## config.mk

```make
export PLATFORM = sky130hd
export DESIGN_NAME = uart_rx
export DESIGN_NICKNAME = d
export VERILOG_FILES = /design/src/rtl/uart_rx_fifo.sv /design/src/rtl/uart_rx.sv
export SDC_FILE = /design/constraint.sdc
export NUM_CORES = 1
export LEC_CHECK = 0
export ABC_AREA = 1
export BUFFER_PORTS_ARGS = -buffer_cell sky130_fd_sc_hd__buf_2
export CAP_MARGIN = 20
export CORE_MARGIN = 3
export CORE_UTILIZATION = 35
export CTS_CLUSTER_DIAMETER = 200
export DETAILED_ROUTE_END_ITERATION = 10
export HOLD_SLACK_MARGIN = 0.05
export PLACE_DENSITY_LB_ADDON = 0.08
export SLEW_MARGIN = 30
export SYNTH_ARGS = -nofsm -noshare
export SYNTH_HDL_FRONTEND = slang
export SYNTH_SLANG_ARGS = --single-unit
```

## constraint.sdc

```tcl
create_clock -name clk_i -period 2.41 [get_ports clk_i]
set_input_delay 0.1205 -clock clk_i [delete_from_list [all_inputs] [get_ports clk_i]]
set_output_delay 0.1205 -clock clk_i [all_outputs]
set_load 0.1 [all_outputs]
```

## src/rtl/uart_rx_fifo.sv

```systemverilog
// Generic synchronous FIFO with registered storage; extra pointer MSB separates full from empty.
// Head word is read straight from the storage flops, so it holds steady until popped.
module uart_rx_fifo #(
  parameter int WIDTH = 8,
  parameter int DEPTH = 4
) (
  input  logic             clk_i,
  input  logic             rst_ni,
  input  logic             push_i,
  input  logic [WIDTH-1:0] wdata_i,
  input  logic             pop_i,
  output logic [WIDTH-1:0] rdata_o,
  output logic             full_o,
  output logic             empty_o
);
  localparam int AW = $clog2(DEPTH);

  logic [AW:0]      wptr_q, rptr_q;
  logic [WIDTH-1:0] mem_q [DEPTH];
  logic             do_push, do_pop;

  assign empty_o = (wptr_q == rptr_q);
  assign full_o  = (wptr_q[AW] != rptr_q[AW]) && (wptr_q[AW-1:0] == rptr_q[AW-1:0]);
  assign do_pop  = pop_i && !empty_o;
  // A pop in the same cycle frees the slot, so a push into a full FIFO is still taken.
  assign do_push = push_i && (!full_o || do_pop);
  assign rdata_o = mem_q[rptr_q[AW-1:0]];

  always_ff @(posedge clk_i or negedge rst_ni) begin
    if (!rst_ni) begin
      wptr_q <= '0;
      rptr_q <= '0;
      for (int i = 0; i < DEPTH; i++) mem_q[i] <= '0;
    end else begin
      if (do_push) begin
        mem_q[wptr_q[AW-1:0]] <= wdata_i;
        wptr_q                <= wptr_q + 1'b1;
      end
      if (do_pop) rptr_q <= rptr_q + 1'b1;
    end
  end
endmodule

```

## src/rtl/uart_rx.sv

```systemverilog
// 8N1 UART receiver: 2-FF synchronizer, mid-bit sampling FSM, small receive FIFO with valid/ready pop.
// Byte visible on rvalid_o the cycle after the mid-stop sample; a full FIFO without a pop drops the byte.
module uart_rx #(
  parameter int CLKS_PER_BIT = 868,
  parameter int FIFO_DEPTH   = 4
) (
  input  logic       clk_i,
  input  logic       rst_ni,
  input  logic       rxd_i,
  output logic [7:0] rdata_o,
  output logic       rvalid_o,
  input  logic       rready_i,
  output logic       busy_o,
  output logic       frame_err_o,
  output logic       overrun_o
);
  localparam int TW = $clog2(CLKS_PER_BIT);
  localparam logic [TW-1:0] HALF_BIT = TW'(CLKS_PER_BIT / 2 - 1);
  localparam logic [TW-1:0] FULL_BIT = TW'(CLKS_PER_BIT - 1);

  localparam logic [2:0] S_IDLE  = 3'd0;
  localparam logic [2:0] S_START = 3'd1;
  localparam logic [2:0] S_DATA  = 3'd2;
  localparam logic [2:0] S_STOP  = 3'd3;
  localparam logic [2:0] S_BREAK = 3'd4;

  logic          rx_meta_q, rx_s_q;
  logic [2:0]    state_q;
  logic [TW-1:0] timer_q;
  logic [2:0]    bit_idx_q;
  logic [7:0]    shift_q;
  logic          frame_err_q, overrun_q;
  logic          tick, push, pop, fifo_full, fifo_empty;

  assign tick = (timer_q == '0);
  assign push = (state_q == S_STOP) && tick && rx_s_q;
  assign pop  = rready_i && !fifo_empty;

  always_ff @(posedge clk_i or negedge rst_ni) begin
    if (!rst_ni) begin
      rx_meta_q <= 1'b1;
      rx_s_q    <= 1'b1;
    end else begin
      rx_meta_q <= rxd_i;
      rx_s_q    <= rx_meta_q;
    end
  end

  always_ff @(posedge clk_i or negedge rst_ni) begin
    if (!rst_ni) begin
      state_q     <= S_IDLE;
      timer_q     <= '0;
      bit_idx_q   <= '0;
      shift_q     <= '0;
      frame_err_q <= 1'b0;
    end else begin
      frame_err_q <= 1'b0;
      if (state_q != S_IDLE && state_q != S_BREAK && !tick) timer_q <= timer_q - 1'b1;
      case (state_q)
        S_IDLE: if (!rx_s_q) begin
          timer_q <= HALF_BIT;
          state_q <= S_START;
        end
        S_START: if (tick) begin
          if (rx_s_q) begin
            state_q <= S_IDLE;
          end else begin
            timer_q   <= FULL_BIT;
            bit_idx_q <= '0;
            state_q   <= S_DATA;
          end
        end
        S_DATA: if (tick) begin
          shift_q   <= {rx_s_q, shift_q[7:1]};
          timer_q   <= FULL_BIT;
          bit_idx_q <= bit_idx_q + 1'b1;
          if (bit_idx_q == 3'd7) state_q <= S_STOP;
        end
        S_STOP: if (tick) begin
          if (rx_s_q) begin
            state_q <= S_IDLE;
          end else begin
            frame_err_q <= 1'b1;
            state_q     <= S_BREAK;
          end
        end
        S_BREAK: if (rx_s_q) state_q <= S_IDLE;
        default: state_q <= S_IDLE;
      endcase
    end
  end

  always_ff @(posedge clk_i or negedge rst_ni) begin
    if (!rst_ni) overrun_q <= 1'b0;
    else         overrun_q <= push && fifo_full && !pop;
  end

  uart_rx_fifo #(
    .WIDTH (8),
    .DEPTH (FIFO_DEPTH)
  ) u_fifo (
    .clk_i   (clk_i),
    .rst_ni  (rst_ni),
    .push_i  (push),
    .wdata_i (shift_q),
    .pop_i   (pop),
    .rdata_o (rdata_o),
    .full_o  (fifo_full),
    .empty_o (fifo_empty)
  );

  assign rvalid_o    = !fifo_empty;
  assign busy_o      = (state_q != S_IDLE);
  assign frame_err_o = frame_err_q;
  assign overrun_o   = overrun_q;
endmodule

```

==> flow_metrics.tcl, run 1 <==
set metrics [dict create \
    run_status "finished clean" \
    grt_usage_pct 15.4 \
    drc 0 \
    final_layout_size_suffix_gt1_share_pct 21.0 \
    ys_seq_area_share_pct 50.7 \
    root_buffer "clkbuf_8" \
    grt_overflow 0 \
    antenna_found_initial 0 \
    syn_inst 364 \
    maxCapViolCount 0 \
    routed_wl_um 7130 \
    yosysTopAreaCellShare_pct 49.0 \
    synth_area_leader_cell "dfrtp_1" \
    reg2regPathDepth 9 \
    clk_pin_slew_ps 90 \
    hold_path_depth 3 \
    die_h_um 103 \
    synth_mux_area_share_pct 0 \
    start_kind "flop" \
    yosys_warnings 0 \
    vias 2464 \
    h-tree-depth 3 \
    synth_fa_ha_area_share_pct 3.07 \
    coreArea_sq_um 8890 \
    p_leak_nw 1.79 \
    p_seq_share_pct 31.2 \
    finalCritPeriodShare_pct 87.9 \
    fin_skew_ps 14.9 \
    ant_nets 0 \
    max-vdd-ir-drop_uv 871 \
    layout_min_cycle_time_ps 2120 \
    clock_power_share_pct 30.7 \
    worst_slew_pin_slew_ps 645 \
    port_buffers 15 \
    hold_violations 0 \
    avgSynthCellArea_sq_um 8.97 \
    combPwrFrac_pct 38.1 \
    drtIter0Drc 104 \
    ys_top_cells_by_area "dfrtp_1, nand2_1, o21ai_2" \
    ctsResizeCount 0 \
    setup_violations 0 \
    synth_edf_count 0 \
    worstPathArrival_ps 2000 \
    hpwl_um 4700 \
    min_path_type "in -> reg" \
    synth-xor-area-share_pct 1.61 \
    synth.most_common_cell "nand2_1" \
    fmax_ghz 0.472 \
    ys_types 32 \
    synth-async-reset-ratio_pct 100 \
    die_w_um 103 \
    nets 398 \
    synth_common_cells "nand2_1, dfrtp_1, nor2_1, inv_1, o21ai_0" \
    clock-sinks 66 \
    grt_max_degree 42 \
    die_area_sq_um 10500 \
    rsz0062_at_grt "no" \
    fillers 868 \
    maxSlewHeadroom_pct 57.0 \
    start_util_pct 36.7 \
    synth_top_family_by_area "simple AND/OR/NAND/NOR gates" \
    path_class "reg -> out" \
    cts_tree "yes" \
    multi_input_area_sq_um 1460 \
    yosys.area_share.simple_pct 23.1 \
    power_switching_mw 1.64 \
    grt_pass1_vias 2348 \
    finalCoreUtilization_pct 42.3 \
    syn_nets 376 \
    clk_path_buf_depth 2 \
    routabilityCongestion 0.796 \
    power.density_nw_per_um2 998 \
    swShare_pct 43.7 \
    clk_latency_ps 340 \
    fin_setup_tns_ps 0 \
    cp_max_fo 17 \
    cts_buffers 9 \
    diodes 0 \
    viasPerCell 4.94 \
    yosys_most_used_dff "dfrtp_1" \
    seq_area_sq_um 1650 \
    required_ps 2290 \
    critPathCaptureType "output port" \
    slew_viol_final 0 \
    wl_per_cell_um 14.3 \
    rows 34 \
    syn_to_final_growth_pct 15.1 \
    p_int_mw 2.11 \
    ios 16 \
    synth_seq_cells 66 \
    drt_first_pass_iters 4 \
    synth-compound-area-share_pct 15.5 \
    synth_area_sq_um 3270 \
    grt_pass1_wl_um 12300 \
]
-- layout by cell type, fill, tap and decap left out, types with 3 or more instances in the layout --
master	n
o22ai_2	8
buf_4	3
nor2_4	3
xor2_1	4
dfrtp_1	64
a21oi_1	4
nand3_4	4
nand2_2	3
ha_1	8
nor3_1	3
clkbuf_8	9
inv_2	3
buf_2	15
nand2_4	3
inv_1	31
o21ai_1	22
nand4_1	3
nand2_1	88
o21ai_2	17
nand3_1	12
bufinv_16	3
o21ai_0	27
nor2_1	33
-- layout make-up --
cell class / count / share of cell area [%]
Clock buffer: 10 / 3.40
Tap cell: 108 / 3.60
Inverter: 34 / 3.40
Multi-Input combinational cell: 254 / 38.9
Clock inverter: 6 / 3.03
Sequential cell: 66 / 44.0
Timing Repair Buffer: 21 / 3.66
-- timing repair --
action / 4_1_cts / 5_1_grt
hold buffers: 2 / 0
buffers inserted: 0 / 0
hold endpoints to repair: 24 / 0
-- critical path, stage by stage, from the launching register on --
cell and delay, ps:
dfrtp_1 390, inv_1 440, o21ai_0 190, o22ai_2 160
buf_2 460
-- power by group through the flow --
stage	registers [mW]	clock network [mW]	logic, mW
CTS	1.17	1.18	1.45
global route	1.17	1.23	1.52
global placement	1.19	0	1.44
floorplan	1.17	0	1.19
finish	1.17	1.15	1.43
detailed placement	1.19	0	1.44
-- worst paths after layout --
| path | startpoint | endpoint | slack [ps] |
|---|---|---|---|
| worst min register to register | rx_meta_q$_DFF_PN1_ | rx_s_q$_DFF_PN1_ | 360 |
| worst max register to register | timer_q[0]$_DFF_PN0_ | u_fifo.mem_q[2]$_DFFE_PN0P_ | 510 |
| worst min-delay path | rready_i | u_fifo.rptr_q[1]$_DFFE_PN0P_ | 140 |
| min in group asynchronous | rst_ni | timer_q[7]$_DFF_PN0_ | 330 |
| worst max-delay path | u_fifo.rptr_q[0]$_DFFE_PN0P_ | rdata_o[2] | 290 |
| max in group asynchronous | rst_ni | u_fifo.mem_q[22]$_DFFE_PN0P_ | 1420 |
-- sequential cells by signal, summed over array words and instances, names as in the netlist --
signal	count
state_q	3
timer_q	10
u_fifo.mem_q	32
u_fifo.wptr_q	3
frame_err_o	1
overrun_o	1
rx_meta_q	1
u_fifo.rptr_q	3
rx_s_q	1
shift_q	8
bit_idx_q	3
-- layer usage --
layer	track usage (%)	up-vias	share of wire (%)
met3	3.25	7	2.0
met2	20.5	33	41
met1	24.0	1175	56
met4	5.95	0	1.4
met5	0	-	0
li1	-	1249	-
-- stage by stage --
stage,setup WS [ps],cell area (sq um),hold slack (ps),total power [mW],instances
detailed placement,519,3500,199,2.63,481
floorplan,377,3320,-175,2.36,364
finish,292,3760,139,3.75,499
global placement,572,3500,198,2.63,481
global route,95.3,3760,149,3.92,499
CTS,260,3760,131,3.80,499
-- cell families after synthesis --
group,count (synthesis)
simple gates,157
fa+ha+maj,8
xor+xnor,6
compound gates,83
flops,66
buf+inv,44
No activity file was read; power rests on OpenSTA's default activity.
==> inputs of run 2 (changes only) <==
--- a/config.mk
+++ b/config.mk
@@ -17,4 +17,5 @@
 export SLEW_MARGIN = 30
 export SYNTH_ARGS = -nofsm -noshare
 export SYNTH_HDL_FRONTEND = slang
+export SYNTH_HIERARCHICAL = 1
 export SYNTH_SLANG_ARGS = --single-unit
==> run 2 against run 1 <==
  * Sequential power fell by 5%
  * Largest power group is now the clock network
  * Worst hold slack improved by 25 ps
  * Register-to-register slack worse by 240 ps
  * Cell count increased by 11%
  * Total power is 36% lower
  * Synthesized area is 3.9% higher
  * Sequential cell count unchanged
  * Cell area up 5.2%
==> flow_metrics.tcl, run 2 <==
set metrics [dict create \
    run_status "finished clean" \
    layout_min_cycle_time_ps 2150 \
    critPathCaptureType "output port" \
    synth_area_sq_um 3390 \
    maxCapViolCount 0 \
    r2r_setup_slack_ps 270 \
    ys_types 35 \
    vias 2731 \
    start_kind "flop" \
    max-vdd-ir-drop_uv 450 \
    die_w_um 104 \
    p_seq_share_pct 46.6 \
    h-tree-depth 3 \
    start_util_pct 36.4 \
    grt_usage_pct 16.1 \
    final_area_sq_um 3960 \
    syn_nets 410 \
    hpwl_um 5620 \
    syn_to_final_growth_pct 16.5 \
    nets 433 \
    synth_seq_cells 66 \
    required_ps 2290 \
    setup_violations 0 \
    dr_wl_met3_um 231 \
    die_h_um 104 \
    grt_pass1_vias 2826 \
    routed_wl_um 7920 \
    finalCritPeriodShare_pct 89.4 \
    clk_latency_ps 340 \
    antenna_found_initial 0 \
    cts_buffers 9 \
    ys_seq_area_share_pct 48.7 \
    p_leak_nw 2.07 \
    power.density_nw_per_um2 603 \
    final_layout_size_suffix_gt1_share_pct 19.1 \
    die_area_sq_um 10900 \
    hold_violations 0 \
    drtIter0Drc 101 \
    synth_edf_count 0 \
    syn_inst 397 \
    route.layer.met1.wl_um 3760 \
    ys_top_cells_by_area "dfrtp_1, nand2_1, nand4_1" \
    worstPathArrival_ps 2030 \
    clock-sinks 66 \
    rr_startpoint "u_fifo/wptr_q[1]$_DFFE_PN0P_" \
    min_from "rready_i" \
    cp_max_fo 19 \
    grt_max_degree 27 \
    yosysTopAreaCellShare_pct 47.2 \
    maxSlewHeadroom_pct 64.9 \
    place_area_sq_um 3670 \
    viasPerCell 4.93 \
    power_switching_uw 477 \
    top_register "u_fifo/mem_q" \
    yosys_warnings 6 \
    multi_input_area_sq_um 1570 \
    slowest_delay_ps 380 \
    ant_nets 0 \
    drc 0 \
    grt_overflow 0 \
    crit_slowest_cell "dfrtp_1" \
    routabilityCongestion 0.779 \
    rows 35 \
    diodes 0 \
    yosys_most_used_dff "dfrtp_1" \
    grt_pass1_wl_um 14200 \
    worst_slew_pin_slew_ps 527 \
    dr.max_layer_used "met4" \
    swShare_pct 20.0 \
    fmax_ghz 0.464 \
    coreArea_sq_um 9330 \
    drt_first_pass_iters 4 \
    wl_per_cell_um 14.3 \
    p_int_mw 1.91 \
    largest_register_ffs 32 \
    synth.most_common_cell "nand2_1" \
    fillers 949 \
    wl_met2_um 3900 \
    crit_buf_inv 3 \
    setup.worst_path.start "u_fifo/rptr_q[0]$_DFFE_PN0P_" \
    slew_viol_final 0 \
    layout_common_cells "nand2_1, dfrtp_1, nand4_1, inv_1, nor2_1" \
    avgSynthCellArea_sq_um 8.55 \
    combPwrFrac_pct 1.4 \
    port_buffers 15 \
    rsz0062_at_grt "no" \
    post_cts_buffers 0 \
    clk_pin_slew_ps 70 \
    synth_area_leader_cell "dfrtp_1" \
    final_common_cell "nand2_1" \
    timing.final.ws_setup_ps 255 \
    clk_path_buf_depth 2 \
    root_buffer "clkbuf_8" \
    cp_top_family "buffers and inverters" \
    whs_ps 164 \
    seq_area_sq_um 1650 \
    path_class "reg -> out" \
    min_path_type "in -> reg" \
    crit_chain "buf_4, clkinvlp_4, o21ai_0, o22ai_2, buf_2" \
    ios 16 \
    cts_tree "yes" \
    synth_common_cells "nand2_1, dfrtp_1, nand4_1, inv_1, nor2_1" \
    clock_power_share_pct 52.1 \
    top_regs "u_fifo/mem_q (32), timer_q (10), shift_q (8)" \
    fin_skew_ps 12.3 \
    dp_slack_ps 271 \
    fin_setup_tns_ps 0 \
    synth-async-reset-ratio_pct 100 \
]
-- run 2: changes by cell type in the layout (fill, tap and decap cells not counted), moves of 3 or more --
cell / change
inv_1: -3
a21oi_1: -4
o21ai_0: -8
nor2_2: +3
nor2_1: -5
o21ai_1: -14
buf_4: +8
nand3_4: -3
o21ai_2: -15
nor3_1: -3
nand2_1: +31
nand4_1: +35
nand3_1: +5
-- run 2: worst paths after layout --
path	cells past startpoint	endpoint
setup / recovery	5	rdata_o[6]
hold / removal	5	u_fifo/rptr_q[1]$_DFFE_PN0P_
setup reg to reg	12	u_fifo/mem_q[0]$_DFFE_PN0P_
hold reg to reg	0	rx_s_q$_DFF_PN1_
max in group asynchronous	3	shift_q[3]$_DFFE_PN0P_
min in group asynchronous	2	u_fifo/mem_q[25]$_DFFE_PN0P_
-- run 2: worst register-to-register path, stage by stage (launching register included) --
cell and delay [ps]:
dfrtp_1 420, inv_1 100, nand2_1 80, nand2_2 60, nand4_1 150, inv_1 70, nor2_1 250, inv_1 90
nand4_2 160, buf_4 310, nand3_4 190, nand2_1 100, nand2_1 50
-- run 2: final cells by class --
type                            instances  area share, %
Clock inverter                          7           3.57
Timing Repair Buffer                   28           4.49
Tap cell                              129           4.08
Sequential cell                        66           41.8
Multi-Input combinational cell        283           39.8
Clock buffer                            9           3.13
Inverter                               32           3.13
-- run 2: layer usage --
metal / global-route usage, % / vias to the layer above
met1: 21.1 / 1328
met4: 3.42 / 0
met3: 4.41 / 2
met2: 26.8 / 38
li1: - / 1363
met5: 0 / -
-- run 2: cells by family after synthesis --
logic type	after synthesis	share of synthesized area, %
flops	66	48.7
xor+xnor	7	2.03
fa+ha+maj	9	3.32
compound gates	40	6.71
simple gates	227	32.6
buf+inv	48	6.60
-- run 2: power by group through the flow --
| stage | Combinational (mW) | Sequential (mW) | Clock, mW |
|---|---|---|---|
| 6_report | 0.0326 | 1.11 | 1.24 |
| 2_1_floorplan | 0.00283 | 1.13 | 0 |
| 3_5_place_dp | 0.0328 | 1.13 | 0 |
| 3_3_place_gp | 0.0331 | 1.13 | 0 |
| 5_1_grt | 0.0396 | 1.11 | 1.34 |
| 4_1_cts | 0.0353 | 1.11 | 1.27 |
-- run 2: what timing repair did --
item,4_1_cts,5_1_grt
endpoints found under the hold margin,20,0
endpoints found under the setup margin,0,8
hold buffers,2,0
gates resized for setup,0,1
-- run 2: stage by stage --
stage	cells	utilization [%]	total power [mW]
after floorplan	397	-	1.14
after detailed placement	536	39.3	1.17
final	554	42.4	2.39
after global placement	536	39.3	1.17
after CTS	554	42.4	2.42
after global routing	554	42.4	2.49
==> inputs of run 3 (changes only) <==
==> constraint.sdc (replaced) <==
create_clock -name clk_i -period 2.41 [get_ports clk_i]
set_input_delay 0.241 -clock clk_i [delete_from_list [all_inputs] [get_ports clk_i]]
set_output_delay 0.241 -clock clk_i [all_outputs]
set_load 0.1 [all_outputs]
==> run 3 against run 2 <==
  * Sequential cell count did not move
  * Sequential power barely moved
  * Clock power fell by 34%
  * Critical endpoint is now rdata_o[5]
  * Largest cell class unchanged
  * Highest routed layer unchanged
==> flow_metrics.tcl, run 3 (synthesis gave the netlist of run 2 again) <==
set metrics [dict create \
    reg2regPathDepth 12 \
    dr_wl_met3_um 258 \
    grt_overflow 0 \
    clk_path_buf_depth 2 \
    wl_per_cell_um 13.9 \
    layout_min_cycle_time_ps 2180 \
    die_h_um 104 \
    largest_register_ffs 32 \
    grt_max_degree 42 \
    route.layer.met1.wl_um 3620 \
    routabilityCongestion 0.799 \
    seq_area_sq_um 1650 \
    clock-sinks 66 \
    port_buffers 15 \
    min_path_type "reg -> reg" \
    timing.rr.end "u_fifo/mem_q[8]$_DFFE_PN0P_" \
    grt_usage_pct 15.6 \
    nets 436 \
    rr_startpoint "u_fifo/wptr_q[1]$_DFFE_PN0P_" \
    maxSlewHeadroom_pct 58.5 \
    cp_max_fo 19 \
    die_area_sq_um 10900 \
    required_ps 2170 \
    root_buffer "clkbuf_8" \
    viasPerCell 4.85 \
    antenna_found_initial 0 \
    cp_top_family "buffers and inverters" \
    finalCritPeriodShare_pct 90.4 \
    maxCapViolCount 0 \
    drtIter0Drc 96 \
    routed_wl_um 7730 \
    dp_cells 537 \
    hold_violations 0 \
    run_status "finished clean" \
    power.density_nw_per_um2 500 \
    max-vdd-ir-drop_uv 263 \
    drt_first_pass_iters 4 \
    slew_viol_final 0 \
    h-tree-depth 3 \
    setup_violations 0 \
    cts_buffers 9 \
    hold_path_depth 0 \
    worstPathArrival_ps 1940 \
    grt_pass1_vias 2705 \
    start_util_pct 36.4 \
    p_leak_nw 2.07 \
    top_regs "u_fifo/mem_q (32), timer_q (10), shift_q (8)" \
    min_from "rx_meta_q$_DFF_PN1_" \
    final_layout_size_suffix_gt1_share_pct 19.9 \
    fin_setup_tns_ps 0 \
    die_w_um 104 \
    wl_met2_um 3760 \
    r2r_setup_slack_ps 340 \
    layout_common_cells "nand2_1, dfrtp_1, nand4_1, inv_1, nor2_1" \
    top_register "u_fifo/mem_q" \
    grt_pass1_wl_um 13600 \
    clk_latency_ps 330 \
    worst_slew_pin_slew_ps 622 \
    rows 35 \
    min_to "rx_s_q$_DFF_PN1_" \
    rsz0062_at_grt "no" \
    dr.max_layer_used "met4" \
    diodes 0 \
    ant_nets 0 \
    path_class "reg -> out" \
    cts_tree "yes" \
    crit_buf_inv 4 \
    drc 0 \
    final_common_cell "nand2_1" \
    fin_skew_ps 6.60 \
    clk_pin_slew_ps 70 \
    coreArea_sq_um 9330 \
    crit_chain "buf_4, clkinvlp_4, buf_12, o21ai_0, o22ai_2, buf_2" \
    ios 16 \
    syn_to_final_growth_pct 15.9 \
    start_kind "flop" \
    crit_slowest_cell "dfrtp_1" \
    fillers 955 \
    multi_input_area_sq_um 1590 \
    slowest_delay_ps 400 \
    hpwl_um 5530 \
    vias 2696 \
    stdcell_count 556 \
    fmax_ghz 0.459 \
    critPathCaptureType "output port" \
]
run 3: changes by cell type in the layout (fill, tap and decap cells not counted), sizes merged:
cell,before,now
clkbuf,9,12
clkinvlp,2,1
bufinv,4,0
clkinv,2,3
buf,26,29
run 3: timing repair:
action                                  CTS  global route
hold buffers                              2             0
endpoints found under the hold margin    26             0
resized for setup                         1             3
setup buffers                             0             2
endpoints found under the setup margin    1            22
run 3: stage by stage:
step           utilization (%)  hold slack [ps]  power, mW  worst slack (ps)  cell area, sq um
2_1_floorplan                -            -54.6       1.14               428              3440
3_5_place_dp              39.7              310       1.17               201              3700
4_1_cts                   41.7              360       2.01              83.0              3890
5_1_grt                   42.2              366       2.07              73.0              3940
3_3_place_gp              39.7              309       1.17               266              3700
6_report                  42.2              358       1.97               232              3940
run 3: final cells by class:
class,count,share of cell area [%]
Clock buffer,12,3.94
Clock inverter,3,0.382
Inverter,32,3.15
Multi-Input combinational cell,283,40.3
Sequential cell,66,42.0
Tap cell,129,4.10
Timing Repair Buffer,31,6.04
run 3: metal layers:
layer / vias to the layer above / track usage (%)
li1: 1370 / -
met1: 1277 / 20.0
met2: 42 / 26.0
met3: 7 / 4.28
met4: 0 / 3.70
met5: - / 0
run 3: how the worst max path moves through the flow:
stage                                       from                            to  slack [ps]  cells after the start
floorplan           u_fifo/rptr_q[0]$_DFFE_PN0P_                    rdata_o[0]         430                      5
global placement    u_fifo/wptr_q[1]$_DFFE_PN0P_  u_fifo/mem_q[10]$_DFFE_PN0P_         270                     12
detailed placement  u_fifo/wptr_q[1]$_DFFE_PN0P_  u_fifo/mem_q[10]$_DFFE_PN0P_         200                     12
CTS                 u_fifo/rptr_q[0]$_DFFE_PN0P_                    rdata_o[5]          80                      5
global route        u_fifo/wptr_q[1]$_DFFE_PN0P_  u_fifo/mem_q[14]$_DFFE_PN0P_          70                     12
finish              u_fifo/rptr_q[0]$_DFFE_PN0P_                    rdata_o[5]         230                      6
run 3: worst register-to-register path: stages, from the launching register on:
cell     delay, ps
dfrtp_1        420
inv_1          100
nand2_1         80
nand2_2         70
nand4_1        150
inv_1           70
nor2_1         140
inv_1           70
nand4_2         80
buf_4          330
nand3_2        270
nand2_1        130
nand2_1         60
run 3: report_power, final:
| part | leakage (nW) | total, mW | switching (mW) | internal, mW |
|---|---|---|---|---|
| clock | 0.0920 | 0.823 | 0.403 | 0.419 |
| combinational | 1.08 | 0.0336 | 0.0255 | 0.00814 |
| sequential | 0.895 | 1.11 | 0.00100 | 1.11 |
| total | 2.07 | 1.97 | 0.430 | 1.54 |
